$ cat src/rtl/note_recorder.sv
// Purpose : records a live key-scanner tone stream as {tone, beats} records for the music units.
// Latency : a write appears one cycle after its segment ends; KEY_TONE reaches acc_tone STABLE_CYC+1 cycles after it settles.
// Backpress: none; every WR_EN strobe is a fire-and-forget write that the RAM must accept.
module note_recorder #(
  parameter int ADDR_W     = 8,       // >= 2; last address holds the terminator
  parameter int BEAT_DIV   = 250000,  // >= 2 clock cycles per beat
  parameter int STABLE_CYC = 16       // >= 1 equal samples before a tone is accepted
) (
  input  logic              CLK,
  input  logic              RST,
  input  logic              EN,
  input  logic [6:0]        KEY_TONE,
  output logic              WR_EN,
  output logic [ADDR_W-1:0] WR_ADDR,
  output logic [6:0]        TONE_DATA,
  output logic [7:0]        NOTE_DATA,
  output logic              RECORDING,
  output logic              FULL,
  output logic [3:0]        BCD1,
  output logic [3:0]        BCD0
);

  localparam int BC_W = (BEAT_DIV > 2) ? $clog2(BEAT_DIV) : 1;
  localparam int SC_W = $clog2(STABLE_CYC + 1);

  // Last record slot usable by RUN/FLUSH; the slot after it is the terminator.
  localparam logic [ADDR_W-1:0] LAST_REC = {{(ADDR_W-1){1'b1}}, 1'b0};
  localparam logic [BC_W-1:0]   BC_LAST  = BC_W'(BEAT_DIV - 1);
  localparam logic [SC_W-1:0]   SC_FULL  = SC_W'(STABLE_CYC);

  typedef enum logic [2:0] {
    S_IDLE  = 3'd0,
    S_ARMED = 3'd1,
    S_RUN   = 3'd2,
    S_FLUSH = 3'd3,
    S_TERM  = 3'd4,
    S_DONE  = 3'd5
  } state_t;

  state_t            state;

  // Input conditioning
  logic              en_q;
  logic              en_rise;
  logic [6:0]        key_q;      // KEY_TONE registered once
  logic [6:0]        cand;       // previous key_q sample
  logic [SC_W-1:0]   run_len;    // consecutive equal key_q samples, saturating
  logic [SC_W-1:0]   run_next;
  logic [6:0]        acc_tone;   // accepted (debounced) tone

  // Segment tracking
  logic [6:0]        cur_tone;
  logic [7:0]        dur;
  logic [BC_W-1:0]   beat_cnt;
  logic [ADDR_W-1:0] addr;
  logic [ADDR_W-1:0] count;      // records written, terminator excluded

  logic              tone_chg;
  logic              beat_wrap;

  assign en_rise   = EN & ~en_q;
  assign tone_chg  = (acc_tone != cur_tone);
  assign beat_wrap = (beat_cnt == BC_LAST);

  // Binary record count folded to two decimal digits.
  function automatic logic [7:0] to_bcd(input logic [ADDR_W-1:0] bin);
    int unsigned v;
    v = 32'(bin) % 100;
    return {4'(v / 10), 4'(v % 10)};
  endfunction

  // Length of the current run of identical samples, including this one.
  always_comb begin
    run_next = SC_W'(1);
    if (key_q == cand) begin
      run_next = (run_len == SC_FULL) ? run_len : run_len + 1'b1;
    end
  end

  // Edge detect on EN and debounce of the tone code.
  always_ff @(posedge CLK or posedge RST) begin
    if (RST) begin
      en_q     <= 1'b0;
      key_q    <= '0;
      cand     <= '0;
      run_len  <= '0;
      acc_tone <= '0;
    end else begin
      en_q    <= EN;
      key_q   <= KEY_TONE;
      cand    <= key_q;
      run_len <= run_next;
      if ((run_next == SC_FULL) && (key_q != acc_tone)) begin
        acc_tone <= key_q;
      end
    end
  end

  // Record-count display digits, one cycle behind the count.
  always_ff @(posedge CLK or posedge RST) begin
    if (RST) begin
      BCD1 <= '0;
      BCD0 <= '0;
    end else begin
      {BCD1, BCD0} <= to_bcd(count);
    end
  end

  // Recorder FSM with registered write port and status outputs.
  always_ff @(posedge CLK or posedge RST) begin
    if (RST) begin
      state     <= S_IDLE;
      cur_tone  <= '0;
      dur       <= '0;
      beat_cnt  <= '0;
      addr      <= '0;
      count     <= '0;
      WR_EN     <= 1'b0;
      WR_ADDR   <= '0;
      TONE_DATA <= '0;
      NOTE_DATA <= '0;
      RECORDING <= 1'b0;
      FULL      <= 1'b0;
    end else begin
      WR_EN <= 1'b0;
      case (state)
        S_IDLE: begin
          addr  <= '0;
          count <= '0;
          FULL  <= 1'b0;
          if (en_rise) begin
            state     <= S_ARMED;
            RECORDING <= 1'b1;
          end
        end

        S_ARMED: begin
          // A stop before the first tone leaves only the terminator.
          if (en_rise) begin
            state     <= S_TERM;
            RECORDING <= 1'b0;
          end else if (acc_tone != 7'd0) begin
            // Leading rest is skipped; the first segment starts here.
            cur_tone <= acc_tone;
            dur      <= 8'd1;
            beat_cnt <= '0;
            state    <= S_RUN;
          end
        end

        S_RUN: begin
          if (en_rise) begin
            state     <= S_FLUSH;
            RECORDING <= 1'b0;
          end else if (tone_chg || (beat_wrap && (dur == 8'd255))) begin
            // Segment ends: a tone change wins over a coincident wrap, and a
            // saturated segment splits into a new record of the same tone.
            WR_EN     <= 1'b1;
            WR_ADDR   <= addr;
            TONE_DATA <= cur_tone;
            NOTE_DATA <= dur;
            addr      <= addr + 1'b1;
            count     <= count + 1'b1;
            cur_tone  <= acc_tone;
            dur       <= 8'd1;
            beat_cnt  <= '0;
            if (addr == LAST_REC) begin
              state     <= S_TERM;
              RECORDING <= 1'b0;
            end
          end else if (beat_wrap) begin
            beat_cnt <= '0;
            dur      <= dur + 8'd1;
          end else begin
            beat_cnt <= beat_cnt + 1'b1;
          end
        end

        S_FLUSH: begin
          // Close the open segment; tone changes no longer matter.
          WR_EN     <= 1'b1;
          WR_ADDR   <= addr;
          TONE_DATA <= cur_tone;
          NOTE_DATA <= dur;
          addr      <= addr + 1'b1;
          count     <= count + 1'b1;
          state     <= S_TERM;
        end

        S_TERM: begin
          WR_EN     <= 1'b1;
          WR_ADDR   <= addr;
          TONE_DATA <= 7'd0;
          NOTE_DATA <= 8'd0;
          FULL      <= 1'b1;
          state     <= S_DONE;
        end

        S_DONE: begin
          if (en_rise) begin
            state <= S_IDLE;
            addr  <= '0;
            count <= '0;
            FULL  <= 1'b0;
          end
        end

        default: begin
          state     <= S_IDLE;
          RECORDING <= 1'b0;
        end
      endcase
    end
  end

endmodule

$ cat config.mk
export PLATFORM = sky130hd
export DESIGN_NAME = note_recorder
export DESIGN_NICKNAME = d
export VERILOG_FILES = /design/src/rtl/note_recorder.sv
export SDC_FILE = /design/constraint.sdc
export NUM_CORES = 1
export LEC_CHECK = 0
export BUFFER_PORTS_ARGS = -buffer_cell sky130_fd_sc_hd__buf_2
export CAP_MARGIN = 15
export CELL_PAD_IN_SITES_DETAIL_PLACEMENT = 0
export CELL_PAD_IN_SITES_GLOBAL_PLACEMENT = 1
export CORE_MARGIN = 4
export CORE_UTILIZATION = 30
export DETAILED_ROUTE_END_ITERATION = 8
export GPL_TIMING_DRIVEN = 0
export HOLD_SLACK_MARGIN = 0.05
export PLACE_DENSITY_LB_ADDON = 0.1
export RECOVER_POWER = 100
export SLEW_MARGIN = 40
export SYNTH_ARGS = -nofsm -noshare
export SYNTH_HDL_FRONTEND = slang
export SYNTH_SLANG_ARGS = --single-unit
$ cat constraint.sdc
create_clock -name CLK -period 10.9 [get_ports CLK]
set_clock_uncertainty 0.1 [all_clocks]
set_input_delay 2.725 -clock CLK [delete_from_list [all_inputs] [get_ports CLK]]
set_output_delay 2.725 -clock CLK [all_outputs]
set_load 0.05 [all_outputs]
After elaboration in Yosys (flattened, before gate mapping):

Cells that the tools add are included.

* bits in registers: 113
* input bits: 10
* output and inout bits: 34

* $add $sub $neg: 5
* divide/modulo/power cells: 3
* eq/ne operators: 24
* multiplexer cells: 53
* bitwise logic cells: 3
* reductions and logical operators: 21

Operator list (number)
* 8-bit two-way mux: 14
* 18-bit two-way mux: 5
* 8-bit case mux with 4 select lines: 2
* 7-bit two-way mux: 6
* 18-bit case mux with 2 select lines: 1
* 32-bit by 4-bit divider with 32-bit output, second input constant: 1
* 32-bit by 4-bit remainder unit with 32-bit output, second input constant: 1
* 8-bit by 7-bit remainder unit with 32-bit output, second input constant: 1
* 8-bit case mux with 2 select lines: 2
* 8-bit by 1-bit adder with 8-bit output, second input constant: 3
* 8-bit case mux with 3 select lines: 1
* 3-bit two-way mux: 7
* 7-bit case mux with 3 select lines: 1
* 5-bit AND reduction: 4
* 18-bit by 1-bit adder with 18-bit output, second input constant: 1
* 18-bit == test, second input constant: 1
* 3-bit case mux with 6 select lines: 1
* 8-bit == test, second input constant: 2
* 2-bit inequality test, second input constant: 7
* 7-bit inequality test: 2
* 7-bit case mux with 2 select lines: 1
* 3-bit inequality test, second input constant: 4
* 5-bit == test, second input constant: 2
* 5-bit two-way mux: 2
* other kinds (23): 37

Logic depth before layout (Yosys ltp):

Gate-level depths: netlist (run 1).

* word-level depth: 6
* depth in mapped cells: 19
* depth with buffers taken out: 17

Worst setup path before layout (run 1):

No wires, ideal clock.

* kind: flip-flop to flip-flop
* start: register count[4]
* end: register BCD0[3]
* arrival time: 4587 ps
* path slack: 6089 ps
* stages on the path, launching flop included: 19
* path buffers: 1
* clock period less this slack: 4811 ps
* cells stage by stage: dfrtp_1 > buf_2 > inv_1 > ha_1 > nor3_2 > nor2_1 > ha_1 > nand2b_1 > nor2_2 > or4_1 > a21oi_2 > o211ai_2 > a221oi_2 > o32ai_1 > maj3_1 > and3_1 > or4_4 > a21oi_2 > mux2_2

* word-level cells in the longest chain between the ends: 2

Ends and longest elaborated chain
* from (decl): line 56 `logic [ADDR_W-1:0] count;`
* from (signal assigned): line 163 `count <= count + 1'b1;`
* from (signal assigned): line 186 `count <= count + 1'b1;`
* 8-bit by 7-bit remainder unit with 32-bit output: line 68 `v = 32'(bin) % 100;`
* 32-bit by 4-bit remainder unit with 32-bit output: line 69 `return {4'(v / 10), 4'(v % 10)};`
* to (signal assigned): line 105 `{BCD1, BCD0} <= to_bcd(count);`
* to (decl): line 20 `output logic [3:0] BCD0`

No other way between the ends.
A chain may end at the register's enable or synchronous reset.

==> key figures, run 1 <==
Global route
  • Total GRT Usage: 0.141
  • M2 GR Usage: 0.218
  • First-pass GRT wire length: 27500 um
  • Grt total ovfl: 0
  • Largest net degree at the start of global routing: 59
  • Met1 GRT Util: 0.196
  • GR peak layer: met2
  • Initial antenna violation count: 0
  • Met3 usage: 0.0283
  • Vias in the first global route: 5269

Setup path
  • Crit path launch type: input pin
  • Slowest CP cell: clkbuf_1
  • Crit path max fanout: 58
  • R2R cell count: 19
  • Critical path cell sequence: buf_2 -> clkinvlp_2 -> clkbuf_1
  • CP peak stage delay: 2320 ps
  • Setup CP Type: input pin to async pin
  • CP Data Arrival Time: 6660 ps
  • Kind of end point of the critical path: async pin
  • Worst EP required: 10610 ps

Die
  • Starting Density: 0.306
  • I/O pins: 44
  • Num rows: 53
  • Die width: 154 um
  • Core Region: 21000 um2
  • Die height: 154 um
  • Full die area: 23800 um2

Run
  • Max-cap violations: 2

Yosys
  • Synth Area in XOR/XNOR: 0.0693
  • Post-synth ARST share: 1.00
  • Post-synth top flop: dfrtp_1
  • Largest family of logic cells by synthesized area: simple AND/OR/NAND/NOR gates
  • Synthesized net count: 711
  • Top post-synthesis cells by area: dfrtp_1 44%, nand2_1 6.0%, o21ai_0 4.7%, nor2_1 3.6%, xnor2_1 3.5%
  • Synth Area in Simple Gates: 0.219
  • Netlist Area Pre-Place: 6430 um2
  • Cells after synthesis: 689
  • Post-Synth Adder-Cell Area: 0.0280
  • Cell variety after synth: 81
  • Sequential element share of the synthesized area: 0.440
  • Yosys warning total: 0
  • Post-synthesis mux area share: 0.0456
  • Seq cells post-synth: 113
  • Yosys top cell area share: 0.440
  • Synth Area per Inst: 9.33 um2
  • Most instantiated library cell after synthesis: dfrtp_1
  • Synth cell count leaders: 113 x dfrtp_1, 102 x nand2_1, 61 x nor2_1, 61 x o21ai_0, 30 x nand3_1
  • Cell type with the highest aggregate area in the netlist: dfrtp_1
  • Number of synthesized flops with an enable pin: 0
  • Synth Area in Compound Gates: 0.171

Finish
  • Share of cells above drive strength 1: 0.128
  • Layout Cells excl Fill: 1040
  • Area grow syn2layout: 17.2%
  • Layout Nets: 774
  • Fillers: 2145
  • Antenna Cells: 0

Route
  • Routed Antenna Nets: 0
  • Via count: 5321
  • First drt pass iteration count: 5
  • Initial DRC count: 284
  • Vias per inst: 5.12
  • DRC: 0
  • Avg WL per Cell: 15.7 um
  • Post-Route WL: 16400 um

Timing
  • Crit path time final: 6950 ps
  • Final hold vios: 0
  • Setup TNS: 0 ps
  • Final Max Tran Viols: 116
  • Final setup vio count: 0
  • Min setup slack post-route: 3950 ps
  • Final period util: 0.637
  • Relative slew slack: -1.11
  • Achievable Freq: 0.144 GHz
  • RSZ-0062 raised after global routing: false
  • Actual slew at the worst max-slew pin: 3160 ps
  • Worst hold slack: 364 ps

Clocking
  • Setup Buffers After CTS: 0
  • CTS H-tree depth: 4
  • CTS resizes: 0
  • CTS Buffer Depth: 2
  • CTS Hold Bufs: 0
  • Root Driver: clkbuf_16
  • TritonCTS clock tree: done
  • # clock sinks: 113
  • Clock transition at path regs: 60 ps
  • Worst skew pair latency: 420 ps
  • Num CTS Buffers: 17

Place
  • Port bufs: 43
  • Placed Instances: 1008
  • Gpl congestion: 0.885
  • Post-place setup slack: 5440 ps
  • Post-DP HPWL: 11800 um

Status
  • Failing checks: capacitance limit, slew limit
  • Status: finished with violations

Power
  • Power per cell area: 149 nW/um2
  • P_leak: 3.10 nW
  • Peak supply drop: 0.102 mV

Worst hold path
  • Tightest Hold Check Type: flip-flop to flip-flop
  • Worst Hold Depth: 0
[power breakdown]
| part | switching, mW | internal [mW] |
|---|---|---|
| Combinational | 0.100 | 0.0263 |
| Sequential | 0.0105 | 0.432 |
| Clock | 0.212 | 0.345 |
| Total | 0.322 | 0.803 |
[worst max-delay path: cells and delay by family]
kind	cells	cell delay [ps]
buffers and inverters	3	3860
[cell families after synthesis]
group,count (synthesis)
AO/OA/AOI/OAI,159
XOR/XNOR,50
adder cells (fa/ha/maj),15
buffers and inverters,41
flip-flops,113
multiplexers,26
AND/OR/NAND/NOR,285
[cell usage in the layout (no fill, tap or decap), types with 17 or more instances in the layout]
master	synthesis	routed
nor2_1	61	61
dfrtp_1	113	113
clkbuf_16	0	17
nand2_1	102	102
xor2_1	23	23
nor3_1	20	21
o21ai_0	61	61
nand3_1	30	30
a21oi_1	24	24
clkbuf_1	17	55
xnor2_1	26	26
[per-stage QoR]
stage	utilization	cell area, um2	total power, mW
3_3_place_gp	0.332	6990	0.580
3_5_place_dp	0.334	7030	0.582
5_1_grt	0.358	7530	1.18
2_1_floorplan	-	6430	0.537
4_1_cts	0.362	7620	1.15
6_report	0.358	7530	1.13
[flip-flops by register name, indices dropped and copies added (netlist names)]
| register | count |
|---|---|
| beat_cnt | 18 |
| NOTE_DATA | 8 |
| WR_ADDR | 8 |
| addr | 8 |
| count | 8 |
| dur | 8 |
| TONE_DATA | 7 |
| acc_tone | 7 |
| cand | 7 |
| cur_tone | 7 |
| key_q | 7 |
| run_len | 5 |
| BCD0 | 4 |
| BCD1 | 4 |
| state | 3 |
| FULL | 1 |
| RECORDING | 1 |
| WR_EN | 1 |
| en_q | 1 |
[area by class of cell]
type / instances / area [um2] / area share
buffer: 26 / 111 / 0.0148
tap: 275 / 344 / 0.0457
sequential: 113 / 2830 / 0.375
clock inverter: 14 / 153 / 0.0203
multi-input combinational: 535 / 3420 / 0.455
timing repair buffer: 44 / 175 / 0.0233
inverter: 15 / 57.6 / 0.00764
clock buffer: 18 / 439 / 0.0583
[path summary, 6_finish.rpt]
path	startpoint	endpoint	slack, ps
setup / recovery	RST	cur_tone[0]$_DFFE_PP0P_	3950
hold / removal	key_q[0]$_DFF_PP0_	cand[0]$_DFF_PP0_	360
setup reg to reg	count[4]$_DFFE_PP0P_	BCD0[3]$_DFF_PP0_	4710
hold reg to reg	key_q[0]$_DFF_PP0_	cand[0]$_DFF_PP0_	360
max in group CLK	count[4]$_DFFE_PP0P_	BCD0[3]$_DFF_PP0_	4710
min in group asynchronous	RST	BCD1[3]$_DFF_PP0_	2910
[layer usage]
layer / vias to the layer above / wire length [um]
met2: 93 / 7450
met3: 17 / 469
met5: - / 0
met1: 2585 / 8200
li1: 2626 / -
met4: 0 / 231
(Power assumes the default switching activity.)
==> run 2: changes to the inputs <==
==> constraint.sdc (replaced) <==
create_clock -name CLK -period 6.6 [get_ports CLK]
set_clock_uncertainty 0.1 [all_clocks]
set_input_delay 1.65 -clock CLK [delete_from_list [all_inputs] [get_ports CLK]]
set_output_delay 1.65 -clock CLK [all_outputs]
set_load 0.05 [all_outputs]
==> key figures, run 2 (same netlist as run 1, synthesis figures left out) <==
Status
  • Status: finished with violations
  • Failing checks: capacitance limit, slew limit

Die
  • Num rows: 53 (unchanged)
  • Die width: 154 um (unchanged)
  • Core Region: 21000 um2 (unchanged)
  • Starting Density: 0.306 (unchanged)
  • I/O pins: 44 (unchanged)
  • Full die area: 23800 um2 (unchanged)
  • Die height: 154 um (unchanged)

Timing
  • Actual slew at the worst max-slew pin: 2660 ps (-509 ps)
  • RSZ-0062 raised after global routing: false
  • Final hold vios: 0 (unchanged)
  • Achievable Freq: 0.170 GHz
  • Crit path time final: 5880 ps
  • Final setup vio count: 0 (unchanged)
  • Setup TNS: 0 ps (unchanged)
  • Worst hold slack: 364 ps (-0.0430 ps)
  • Final Max Tran Viols: 58 (-50%)
  • Final period util: 0.891
  • Relative slew slack: -0.781 (+0.329)

Route
  • Routed Antenna Nets: 0 (unchanged)
  • Initial DRC count: 309 (+8.8%)
  • Vias per inst: 5.09 (-0.49%)
  • First drt pass iteration count: 5 (unchanged)
  • Avg WL per Cell: 15.7 um (-0.17%)
  • Via count: 5295 (-0.49%)
  • Post-Route WL: 16300 um (-0.17%)
  • DRC: 0 (unchanged)

Power
  • Logic gate share of total power: 0.113 (about the same)
  • Sw Share: 0.286 (-0.000722)
  • Reported net switching power: 0.531 mW (+65%)
  • Power per cell area: 246 nW/um2 (+65%)
  • Sequential fraction of design power: 0.393 (about the same)
  • Peak supply drop: 0.167 mV (+65%)
  • Total power: 1.86 mW (+65%)
  • P_leak: 3.12 nW (+0.60%)
  • Clk network pwr share: 0.494 (about the same)
  • P_int: 1.33 mW (+65%)

Clocking
  • # clock sinks: 113 (unchanged)
  • CTS resizes: 0 (unchanged)
  • Setup Buffers After CTS: 0 (unchanged)
  • Worst skew pair latency: 410 ps (about the same)
  • Num CTS Buffers: 17 (unchanged)
  • TritonCTS clock tree: done
  • CTS H-tree depth: 4 (unchanged)
  • Clock transition at path regs: 60 ps (about the same)
  • CTS Buffer Depth: 2 (unchanged)
  • Root Driver: clkbuf_16
  • CTS Hold Bufs: 0 (unchanged)

Place
  • Post-DP HPWL: 11800 um (unchanged)
  • Port bufs: 43 (unchanged)
  • Gpl congestion: 0.885 (unchanged)

Global route
  • Initial antenna violation count: 0 (unchanged)
  • Grt total ovfl: 0 (unchanged)
  • First-pass GRT wire length: 27500 um (unchanged)
  • Met1 GRT Util: 0.196 (unchanged)
  • Vias in the first global route: 5269 (unchanged)
  • Largest net degree at the start of global routing: 59 (unchanged)
  • Met3 usage: 0.0283 (unchanged)
  • M2 GR Usage: 0.218 (unchanged)
  • Total GRT Usage: 0.141 (unchanged)
  • GR peak layer: met2

Setup path
  • Crit path max fanout: 10 (-83%)
  • Worst EP required: 6790 ps (-3820 ps)
  • Delay-heaviest family, CP: multiplexers
  • CP peak stage delay: 560 ps (-1760 ps)
  • Setup CP Type: flip-flop to flip-flop
  • Crit path depth: 19 (+16)
  • Slowest CP cell: mux2i_1
  • Critical path cell sequence: buf_2 -> inv_1 -> ha_1 -> nor3_1 -> nor2_1 -> ha_1 -> nand2b_1 -> mux2i_1 -> a21oi_1 -> mux2i_2 -> mux2i_1 -> xnor2_1 -> a211oi_2 -> o211ai_1 -> buf_2 -> o32ai_1 -> or4_4 -> a21oi_2 -> mux2_2
  • R2R cell count: 19 (unchanged)
  • Critical Path Source: count[4]$_DFFE_PP0P_
  • Kind of end point of the critical path: flip-flop
  • R2r setup slk: 720 ps (-3990 ps)
  • Worst flop-to-flop path startpoint: count[4]$_DFFE_PP0P_
  • Crit path launch type: flip-flop
  • WP buf/inv: 3 (unchanged)
  • CP Data Arrival Time: 6080 ps (-580 ps)

Worst hold path
  • Worst hold start: key_q[0]$_DFF_PP0_
  • Worst Hold Depth: 0 (unchanged)
  • Tightest Hold Check Type: flip-flop to flip-flop

Finish
  • Layout Nets: 774 (unchanged)
  • Most common cell after layout, fill and taps aside: dfrtp_1
  • Commonest non-fill, non-tap cells in the layout: 113 x dfrtp_1, 102 x nand2_1, 61 x nor2_1, 61 x o21ai_0, 52 x clkbuf_1
  • Antenna Cells: 0 (unchanged)
  • Most flop-heavy register: beat_cnt
  • Area grow syn2layout: 17.7%
  • Share of cells above drive strength 1: 0.133 (+0.00523)
  • Largest register FFs: 18 (unchanged)

Run
  • Max-cap violations: 1 (-1)
## run 2: per-stage QoR
stage / instance area (um2) / instances / worst slack [ps] / util
finish: 7560 / 1040 / 718 / 0.360
detailed placement: 7030 / 1008 / 1140 / 0.334
floorplan: 6430 / 689 / 1790 / -
CTS: 7620 / 1040 / 1080 / 0.362
global placement: 6990 / 1007 / 316 / 0.332
global route: 7560 / 1040 / 458 / 0.360
## run 2: final timing paths
| path | end |
|---|---|
| max in group asynchronous | TONE_DATA[5]$_DFFE_PP0P_ |
| worst max register to register | BCD0[3]$_DFF_PP0_ |
| worst min register to register | cand[0]$_DFF_PP0_ |
| worst min-delay path | cand[0]$_DFF_PP0_ |
| worst max-delay path | BCD0[3]$_DFF_PP0_ |
| min in group asynchronous | BCD0[1]$_DFF_PP0_ |
## run 2: routing by layer
layer	routed length, um	part of all wire
met1	8200	0.50
met5	0	0
met2	7400	0.45
met4	261	0.016
met3	471	0.029
## run 2: cell type report
| cell class | instances | area (um2) |
|---|---|---|
| clock inverters | 14 | 153 |
| flip-flops and latches | 113 | 2830 |
| clock buffers | 18 | 439 |
| plain buffers | 26 | 114 |
| multi-input cells | 535 | 3430 |
| fillers | 2137 | 13500 |
| inverters | 15 | 57.6 |
| well taps | 275 | 344 |
| repair buffers | 44 | 199 |
## run 2: power groups by stage
stage          Sequential (mW)  Combinational [mW]  Clock, mW
3_3_place_gp             0.743               0.215          0
3_5_place_dp             0.742               0.219          0
5_1_grt                  0.732               0.239      0.975
2_1_floorplan            0.766               0.120          0
6_report                 0.730               0.211      0.918
4_1_cts                  0.730               0.220      0.947
